<file path="src/rtl/cr16_pkg.sv">
// Shared encodings for the CR16 controller: FSM states, instruction classes,
// ALU opcodes, branch condition codes and flag bit positions.
package cr16_pkg;

   typedef enum logic [1:0] {
      ST_FETCH   = 2'd0,
      ST_DECODE  = 2'd1,
      ST_EXECUTE = 2'd2,
      ST_HALT    = 2'd3
   } state_t;

   localparam logic [3:0] CLS_ALU   = 4'h0;
   localparam logic [3:0] CLS_ADDI  = 4'h1;
   localparam logic [3:0] CLS_BCOND = 4'hC;
   localparam logic [3:0] CLS_HALT  = 4'hF;

   localparam logic [3:0] ALU_OP_ADD = 4'h1;
   localparam logic [3:0] ALU_OP_CMP = 4'h7;

   localparam logic [3:0] COND_EQ = 4'h0;
   localparam logic [3:0] COND_NE = 4'h1;
   localparam logic [3:0] COND_CS = 4'h2;
   localparam logic [3:0] COND_CC = 4'h3;
   localparam logic [3:0] COND_HI = 4'h4;
   localparam logic [3:0] COND_LS = 4'h5;
   localparam logic [3:0] COND_GT = 4'h6;
   localparam logic [3:0] COND_LE = 4'h7;
   localparam logic [3:0] COND_UC = 4'hE;

   localparam int FLAG_C = 0;
   localparam int FLAG_L = 1;
   localparam int FLAG_F = 2;
   localparam int FLAG_Z = 3;
   localparam int FLAG_N = 4;

   function automatic logic [15:0] sext8(input logic [7:0] value);
      return {{8{value[7]}}, value};
   endfunction

endpackage

</file>
<file path="src/rtl/cr16_cond_eval.sv">
// Branch condition evaluator: decides whether a Bcond is taken from its
// 4-bit condition field and the datapath flag register.
module cr16_cond_eval
   import cr16_pkg::*;
(
   input  logic [3:0] cond,
   input  logic [4:0] flags,
   output logic       taken
);

   // The F flag plays no part in any branch condition.
   logic unused_flag_f;
   assign unused_flag_f = flags[FLAG_F];

   always_comb begin
      taken = 1'b0;
      case (cond)
         COND_EQ: taken = flags[FLAG_Z];
         COND_NE: taken = ~flags[FLAG_Z];
         COND_CS: taken = flags[FLAG_C];
         COND_CC: taken = ~flags[FLAG_C];
         COND_HI: taken = flags[FLAG_L];
         COND_LS: taken = ~flags[FLAG_L];
         COND_GT: taken = flags[FLAG_N];
         COND_LE: taken = ~flags[FLAG_N];
         COND_UC: taken = 1'b1;
         default: taken = 1'b0;
      endcase
   end

endmodule

</file>
<file path="src/rtl/cr16_controller.sv">
// Three-cycle FETCH/DECODE/EXECUTE controller for the CR16 datapath; all
// outputs come from registered state, IR and a registered reset flag.
module cr16_controller
   import cr16_pkg::*;
#(
   parameter logic [15:0] PC_RESET = 16'h0000
)(
   input  logic        I_CLK,
   input  logic        I_RESET,
   input  logic [15:0] I_INSTR,
   input  logic        I_INSTR_VALID,
   input  logic [4:0]  I_FLAGS,
   output logic        O_INSTR_READY,
   output logic [15:0] O_PC,
   output logic [15:0] O_REG_ENABLE,
   output logic [3:0]  O_OPCODE,
   output logic [3:0]  O_READ_PORT_A_SEL,
   output logic [3:0]  O_READ_PORT_B_SEL,
   output logic        O_ENABLE,
   output logic        O_IMM_SEL,
   output logic [15:0] O_IMM,
   output logic        O_ILLEGAL,
   output logic        O_HALTED
);

   state_t      state, state_next;
   logic [15:0] ir, ir_next;
   logic [15:0] pc, pc_next;
   logic        reset_q;
   logic        taken;
   logic [3:0]  ir_class;

   assign ir_class = ir[15:12];
   assign O_PC     = pc;

   cr16_cond_eval u_cond_eval (
      .cond  (ir[11:8]),
      .flags (I_FLAGS),
      .taken (taken)
   );

   // reset_q remembers that reset was sampled, so outputs can be held quiet
   // during reset without a combinational path from I_RESET.
   always_ff @(posedge I_CLK) begin
      reset_q <= I_RESET;
      if (I_RESET) begin
         state <= ST_FETCH;
         ir    <= 16'h0000;
         pc    <= PC_RESET;
      end else begin
         state <= state_next;
         ir    <= ir_next;
         pc    <= pc_next;
      end
   end

   always_comb begin
      state_next = state;
      ir_next    = ir;
      pc_next    = pc;
      case (state)
         ST_FETCH: begin
            if (I_INSTR_VALID && !reset_q) begin
               ir_next    = I_INSTR;
               state_next = ST_DECODE;
            end
         end
         ST_DECODE: state_next = ST_EXECUTE;
         ST_EXECUTE: begin
            state_next = ST_FETCH;
            pc_next    = pc + 16'd1;
            if (ir_class == CLS_BCOND && taken) begin
               pc_next = pc + sext8(ir[7:0]);
            end else if (ir_class == CLS_HALT) begin
               pc_next    = pc;
               state_next = ST_HALT;
            end
         end
         ST_HALT: state_next = ST_HALT;
         default: state_next = ST_FETCH;
      endcase
   end

   always_comb begin
      O_INSTR_READY     = 1'b0;
      O_REG_ENABLE      = 16'h0000;
      O_OPCODE          = 4'h0;
      O_READ_PORT_A_SEL = 4'h0;
      O_READ_PORT_B_SEL = 4'h0;
      O_ENABLE          = 1'b0;
      O_IMM_SEL         = 1'b0;
      O_IMM             = 16'h0000;
      O_ILLEGAL         = 1'b0;
      O_HALTED          = 1'b0;
      if (!reset_q) begin
         O_INSTR_READY = (state == ST_FETCH);
         O_HALTED      = (state == ST_HALT);
         if (state == ST_DECODE || state == ST_EXECUTE) begin
            case (ir_class)
               CLS_ALU: begin
                  O_OPCODE          = ir[7:4];
                  O_READ_PORT_A_SEL = ir[11:8];
                  O_READ_PORT_B_SEL = ir[3:0];
                  if (state == ST_EXECUTE) begin
                     O_ENABLE = 1'b1;
                     if (ir[7:4] != ALU_OP_CMP) begin
                        O_REG_ENABLE = 16'h0001 << ir[11:8];
                     end
                  end
               end
               CLS_ADDI: begin
                  O_OPCODE          = ALU_OP_ADD;
                  O_READ_PORT_A_SEL = ir[11:8];
                  O_IMM_SEL         = 1'b1;
                  O_IMM             = sext8(ir[7:0]);
                  if (state == ST_EXECUTE) begin
                     O_ENABLE     = 1'b1;
                     O_REG_ENABLE = 16'h0001 << ir[11:8];
                  end
               end
               CLS_BCOND, CLS_HALT: ;
               default: O_ILLEGAL = (state == ST_EXECUTE);
            endcase
         end
      end
   end

endmodule

</file>
<file path="config.mk">
export PLATFORM = sky130hd
export DESIGN_NAME = cr16_controller
export DESIGN_NICKNAME = d
export VERILOG_FILES = /design/src/rtl/cr16_pkg.sv /design/src/rtl/cr16_cond_eval.sv /design/src/rtl/cr16_controller.sv
export SDC_FILE = /design/constraint.sdc
export NUM_CORES = 1
export LEC_CHECK = 0
export CAP_MARGIN = 15
export CORE_ASPECT_RATIO = 0.6
export CORE_MARGIN = 3
export CORE_UTILIZATION = 27
export DETAILED_ROUTE_END_ITERATION = 6
export PLACE_DENSITY_LB_ADDON = 0.08
export SLEW_MARGIN = 20
export SYNTH_ARGS = -nofsm -noshare
export SYNTH_HDL_FRONTEND = slang
export SYNTH_SLANG_ARGS = --single-unit
</file>
<file path="constraint.sdc">
create_clock -name I_CLK -period 3.3 [get_ports I_CLK]
set_input_delay 0.33 -clock I_CLK [delete_from_list [all_inputs] [get_ports I_CLK]]
set_output_delay 0.33 -clock I_CLK [all_outputs]
set_load 0.005 [all_outputs]
</file>
# After elaboration in Yosys (flattened, before gate mapping)
# Cells that the tools add are included.
# totals
reg_bits	35
input_bits	24
word_cells	76
out_inout_bits	65
# classes
bitwise_logic	4
n_shift	1
eq_ne	17
mux	37
add_sub_neg	2
reduce_logical	11
# ops
op	count
16-bit 2-to-1 mux	10
4-bit 2-to-1 mux	8
16-bit one-hot mux with 2 select lines	1
16-bit by 1-bit adder with 16-bit output (second input constant)	1
16-bit adder	1
4-bit by 3-bit == test with 1-bit output (second input constant)	4
1-bit by 4-bit << shifter with 16-bit output (first input constant)	1
4-bit == test (second input constant)	3
1-bit 2-to-1 mux	12
1-bit one-hot mux with 9 select lines	1
4-bit by 1-bit == test with 1-bit output (second input constant)	2
4-bit by 2-bit == test with 1-bit output (second input constant)	2
4-bit logical NOT	2
2-bit one-hot mux with 4 select lines	1
4-bit one-hot mux with 2 select lines	1
2-bit 2-to-1 mux	3
2-bit == test (second input constant)	2
2-bit != test (second input constant)	2
4-bit by 3-bit != test with 1-bit output (second input constant)	1
1-bit NOT	4
2-bit AND reduction	2
4-bit OR reduction	1
2-bit by 1-bit == test with 1-bit output (second input constant)	1
1-bit logical AND	2
4 further kinds	4

# Longest topological paths before layout
# logic_depth
word_depth	6
mapped_depth	14
depth_no_buf	13

# Cells and area by module
# A second synthesis with hierarchy kept.
# unflattened
cells_unflattened	330
hier_area_um2	2508.7
# by_module_without_submodules
mod	instances	cells_each	area_each_um2	seq_area_each_um2
cr16_controller	1	321	2439.8	700.7
cr16_cond_eval	1	9	68.8	0.0

# Worst setup path before layout
# No wires, ideal clock.
# synth_path
kind	reg-to-reg
startpoint	register ir[9]
endpoint	register pc[12], in the netlist O_PC[12]
synth_period_minus_slack_ns	2.983
path_buffers	0
setup_time_ns	0.120
arrival_ns	2.863
path_stages_with_launch	11
slack_ns	0.317
t_required_ns	3.180
path_cell_list	dfxtp_1 -> mux2_4 -> o32ai_2 -> o211ai_2 -> nor2_1 -> ha_1 -> a2111oi_0 -> a211oi_1 -> o41ai_1 -> or4_1 -> nand3_1
# synth_via
elab_chain_cells	5
elab_cells_between_ends	14
classes_between	9 x eq/ne; 2 x mux; 3 x reduce/logical
# synth_lines
element	line	text
from (decl)	cr16_controller.sv:27	logic [15:0] ir, ir_next;
from (signal assigned)	cr16_controller.sv:52	ir <= ir_next;
4-bit == test, or another cell as far along	cr16_cond_eval.sv:17	case (cond)
1-bit one-hot mux with 9 select lines *	cr16_cond_eval.sv:17	
1-bit logical AND *	cr16_controller.sv:72	if (ir_class == CLS_BCOND && taken) begin
2-bit != test (no line)	--	
2-bit AND reduction (no line)	--	
to (signal assigned)	cr16_controller.sv:53	pc <= pc_next;
to (decl)	cr16_controller.sv:28	logic [15:0] pc, pc_next;
# Every way passes the cells marked *; elsewhere a longest branch is shown, timed or not.
# A chain may end at the register's enable or synchronous reset.

# Final worst setup path
# layout_path
startpoint	input port I_FLAGS[4]
endpoint	register pc[15], in the netlist O_PC[15]
# layout_via
elab_chain_cells	5
elab_cells_between_ends	6
classes_between	1 x eq/ne; 2 x mux; 1 x bitwise; 2 x reduce/logical
# layout_lines
element	line	text
from (decl)	cr16_controller.sv:12	input logic [4:0] I_FLAGS,
1-bit NOT	cr16_cond_eval.sv:25	COND_LE: taken = ~flags[FLAG_N];
1-bit one-hot mux with 9 select lines *	cr16_cond_eval.sv:17	
1-bit logical AND *	cr16_controller.sv:72	
2-bit != test (no line)	--	
2-bit AND reduction (no line)	--	
# Marked as above.

==> flow_metrics.py <==
metrics = {
    "layout": {
        "final_area_um2": 4090,
        "n_antenna_cell": 0,
        "drive_gt1_share_pct": 15.5,
        "synthToLayoutAreaGrowth_pct": 58.5,
        "final_nets": 508,
        "layout.cells.non_filler": 591,
    },
    "detailed_routing": {
        "drt_wl_total_um": 8520,
        "detail_route.vias_per_cell": 4.75,
        "dr.pass1.iters": 4,
        "drtIter0Drc": 135,
        "antenna_left": 0,
        "drc": 0,
        "vias": 2809,
        "routedWlPerCell_um": 14.4,
    },
    "power": {
        "p_leak_uw": 0.00163,
        "switching_share_pct": 27.0,
        "pwr-share-seq_pct": 35.0,
        "p_per_area_nw_per_um2": 334,
        "combPwrFrac_pct": 19.0,
        "intPower_uw": 998,
        "p_sw_uw": 369,
        "vdd_drop_max_mv": 0.249,
        "pwr-share-clk_pct": 46.0,
    },
    "synthesis": {
        "synthTopCellsByArea": "dfxtp_1 27%, ha_1 9.2%, nand2_1 7.7%",
        "synth-compound-area-share_pct": 19.8,
        "syn_area_per_cell_um2": 7.36,
        "synth_cells": 351,
        "async_reset_ff_share_pct": 0,
        "synthMostInstantiatedCell": "nand2_1",
        "synth_edf_count": 0,
        "synth_fp_nets": 395,
        "synth_area_leader_cell": "dfxtp_1",
        "synth_seq_cells": 35,
        "synth-simple-area-share_pct": 31.9,
        "synthAdderAreaFrac_pct": 9.98,
        "synth_commonest_cells": "53 x nand2_1, 37 x a21oi_1, 35 x dfxtp_1",
        "ys_warn_count": 0,
        "synth.distinct_cells": 51,
        "synthesis.area_um2": 2580,
        "synthXorXnorAreaFrac_pct": 1.36,
        "seq_area_frac_synth_pct": 27.1,
        "synth_top_family_by_area": "simple AND/OR/NAND/NOR gates",
        "netlist.area_leader.share_pct": 27.1,
        "synth_flop_cell": "dfxtp_1",
        "synth.mux.area_fraction_pct": 2.18,
    },
    "place": {
        "io_buffers": 87,
        "placed_cell_area_um2": 3820,
        "dp.cells": 582,
        "place.gp.congestion": 0.879,
        "hpwl_um": 6730,
        "preCtsSetupSlack_ns": -0.333,
    },
    "critical_path": {
        "crit_type": "primary input to flip-flop",
        "timing.critical_path.mode_cell": "buf_4",
        "cp_data_required_time_ns": 3.47,
        "crit_chain": "clkdlybuf4s50_1 > mux2_4 > o32ai_2 > o211ai_2 > buf_4 > nor2_1 > buf_4 > buf_12 > ha_1 > buf_4 > and3_1 > o22a_1 > o31ai_2 > mux2i_1 > mux2_1",
        "crit_arrival_ns": 3.36,
        "max_stage_delay_ns": 0.43,
        "endpoint_kind": "flip-flop",
        "cp_max_fo": 5,
        "cp-start-kind": "primary input",
        "cp_slowest_cell": "clkdlybuf4s50_1",
    },
    "floorplan": {
        "die_x_um": 132,
        "die_h_um": 81.8,
        "ios": 89,
        "start_util_pct": 29.0,
        "die_area_um2": 10800,
        "coreArea_um2": 8910,
        "num_rows": 26,
    },
    "global_routing": {
        "antenna_found_initial": 0,
        "grt_pass1_vias": 2619,
        "grt_max_degree": 22,
        "grt_pass1_wl_um": 13800,
        "track_usage_pct": 16.1,
        "grt-ovfl-total": 0,
    },
    "clock_network": {
        "clkTransAtPathRegs_ns": 0.06,
        "h-tree-depth": 2,
        "clkSinkCount": 35,
        "ctsHoldBuffers": 0,
        "clk_latency_ns": 0.29,
        "cts_buffers": 5,
        "cts_buffer_depth": 2,
        "cts_tree": "built",
        "clock-root-buffer": "clkbuf_16",
    },
    "timing": {
        "fin_ws_ns": 0.117,
        "report.final.slew_viol_count": 0,
        "maxSlewHeadroom_pct": 55.5,
        "fin_crit_ns": 3.18,
        "hold_slack_ns": 0.473,
        "tightestPinTransition_ns": 0.666,
        "max_freq_mhz": 314,
        "hold_viol": 0,
        "finClkSkew_ns": 0.00320,
        "finalSetupViolCount": 0,
        "tns_ns": 0,
        "rsz0062_at_grt": "true",
        "finalCritPeriodShare_pct": 96.4,
    },
    "min_path": {
        "min_path_type": "flip-flop to flip-flop",
    },
    "run": {
        "timing.max_cap.violations": 0,
    },
    "run_status": {
        "status": "finished clean",
    },
}
layout make-up:
class | instances | area, um2
Timing Repair Buffer | 133 | 1230
Clock inverter | 3 | 67.6
Fill cell | 899 | 4820
Sequential cell | 35 | 706
Tap cell | 126 | 158
Inverter | 15 | 56.3
Clock buffer | 5 | 125
Multi-Input combinational cell | 274 | 1750
state kept, by name, summed over array words and instances (netlist names):
signal   flops
O_PC        16
ir          16
state        2
reset_q      1
stage by stage:
step                      utilization, %  total power (uW)
after floorplan                        -               627
after global placement              42.9               740
after detailed placement            42.9               744
after CTS                           45.1              1380
after global routing                45.9              1440
final                               45.9              1370
kinds of logic after synthesis:
group,count (synthesis)
AO/OA/AOI/OAI,79
XOR/XNOR,4
adder cells (fa/ha/maj),20
buffers and inverters,42
flip-flops,35
multiplexers,5
AND/OR/NAND/NOR,166
power by group through the flow:
stage / combinational [uW] / clock [uW] / sequential (uW)
3_3_place_gp: 253 / 0 / 487
4_1_cts: 258 / 644 / 478
6_report: 259 / 629 / 479
2_1_floorplan: 153 / 0 / 474
5_1_grt: 295 / 662 / 485
3_5_place_dp: 256 / 0 / 488
metal layers:
metal  up-vias  routed length [um]  global-route usage, %
met4         0                 114                   4.56
li1       1449                   -                      -
met1      1282                4590                   24.1
met5         -                   0                      0
met3         9                 486                   4.16
met2        69                3320                   22.2
placed cells by master (no fill, tap or decap), types with 2 or more instances in the layout:
cell	n
clkdlybuf4s50_1	86
nand2_1	53
buf_4	45
a21oi_1	37
nor2_1	34
dfxtp_1	33
and2_1	18
ha_1	16
inv_1	14
nor3_1	11
and3_1	10
nand3b_1	9
nand3_1	7
o21a_1	6
o21ai_0	6
or3_1	5
nor2b_1	5
o211ai_1	5
clkbuf_16	5
o31ai_1	3
xnor2_1	3
a211oi_1	3
nor3b_1	2
mux2i_1	2
nand2b_1	2
nor4_1	2
nand4_1	2
a211oi_2	2
a21o_1	2
o21ai_1	2
ha_2	2
bufinv_16	2
final timing paths:
path / startpoint / end / slack, ns / cells after the start
min reg2reg: O_PC[11] / O_PC[11] / 0.47 / 2
min: O_PC[11] / O_PC[11] / 0.47 / 2
max: I_FLAGS[4] / O_PC[15] / 0.12 / 15
max reg2reg: ir[9] / O_PC[15] / 0.17 / 14
worst max-delay path, delay by kind of cell:
kind,cells,cell delay (ns)
fa+ha+maj,1,0.23
buf+inv,5,1.00
mux,3,0.84
compound gates,4,0.69
simple gates,2,0.26
timing repair:
item / 4_1_cts / 5_1_grt
pin swaps: 2 / 8
buffers inserted: 0 / 1
endpoints found under the setup margin: 2 / 8
resized for setup: 1 / 17
No activity file was read; power rests on OpenSTA's default activity.
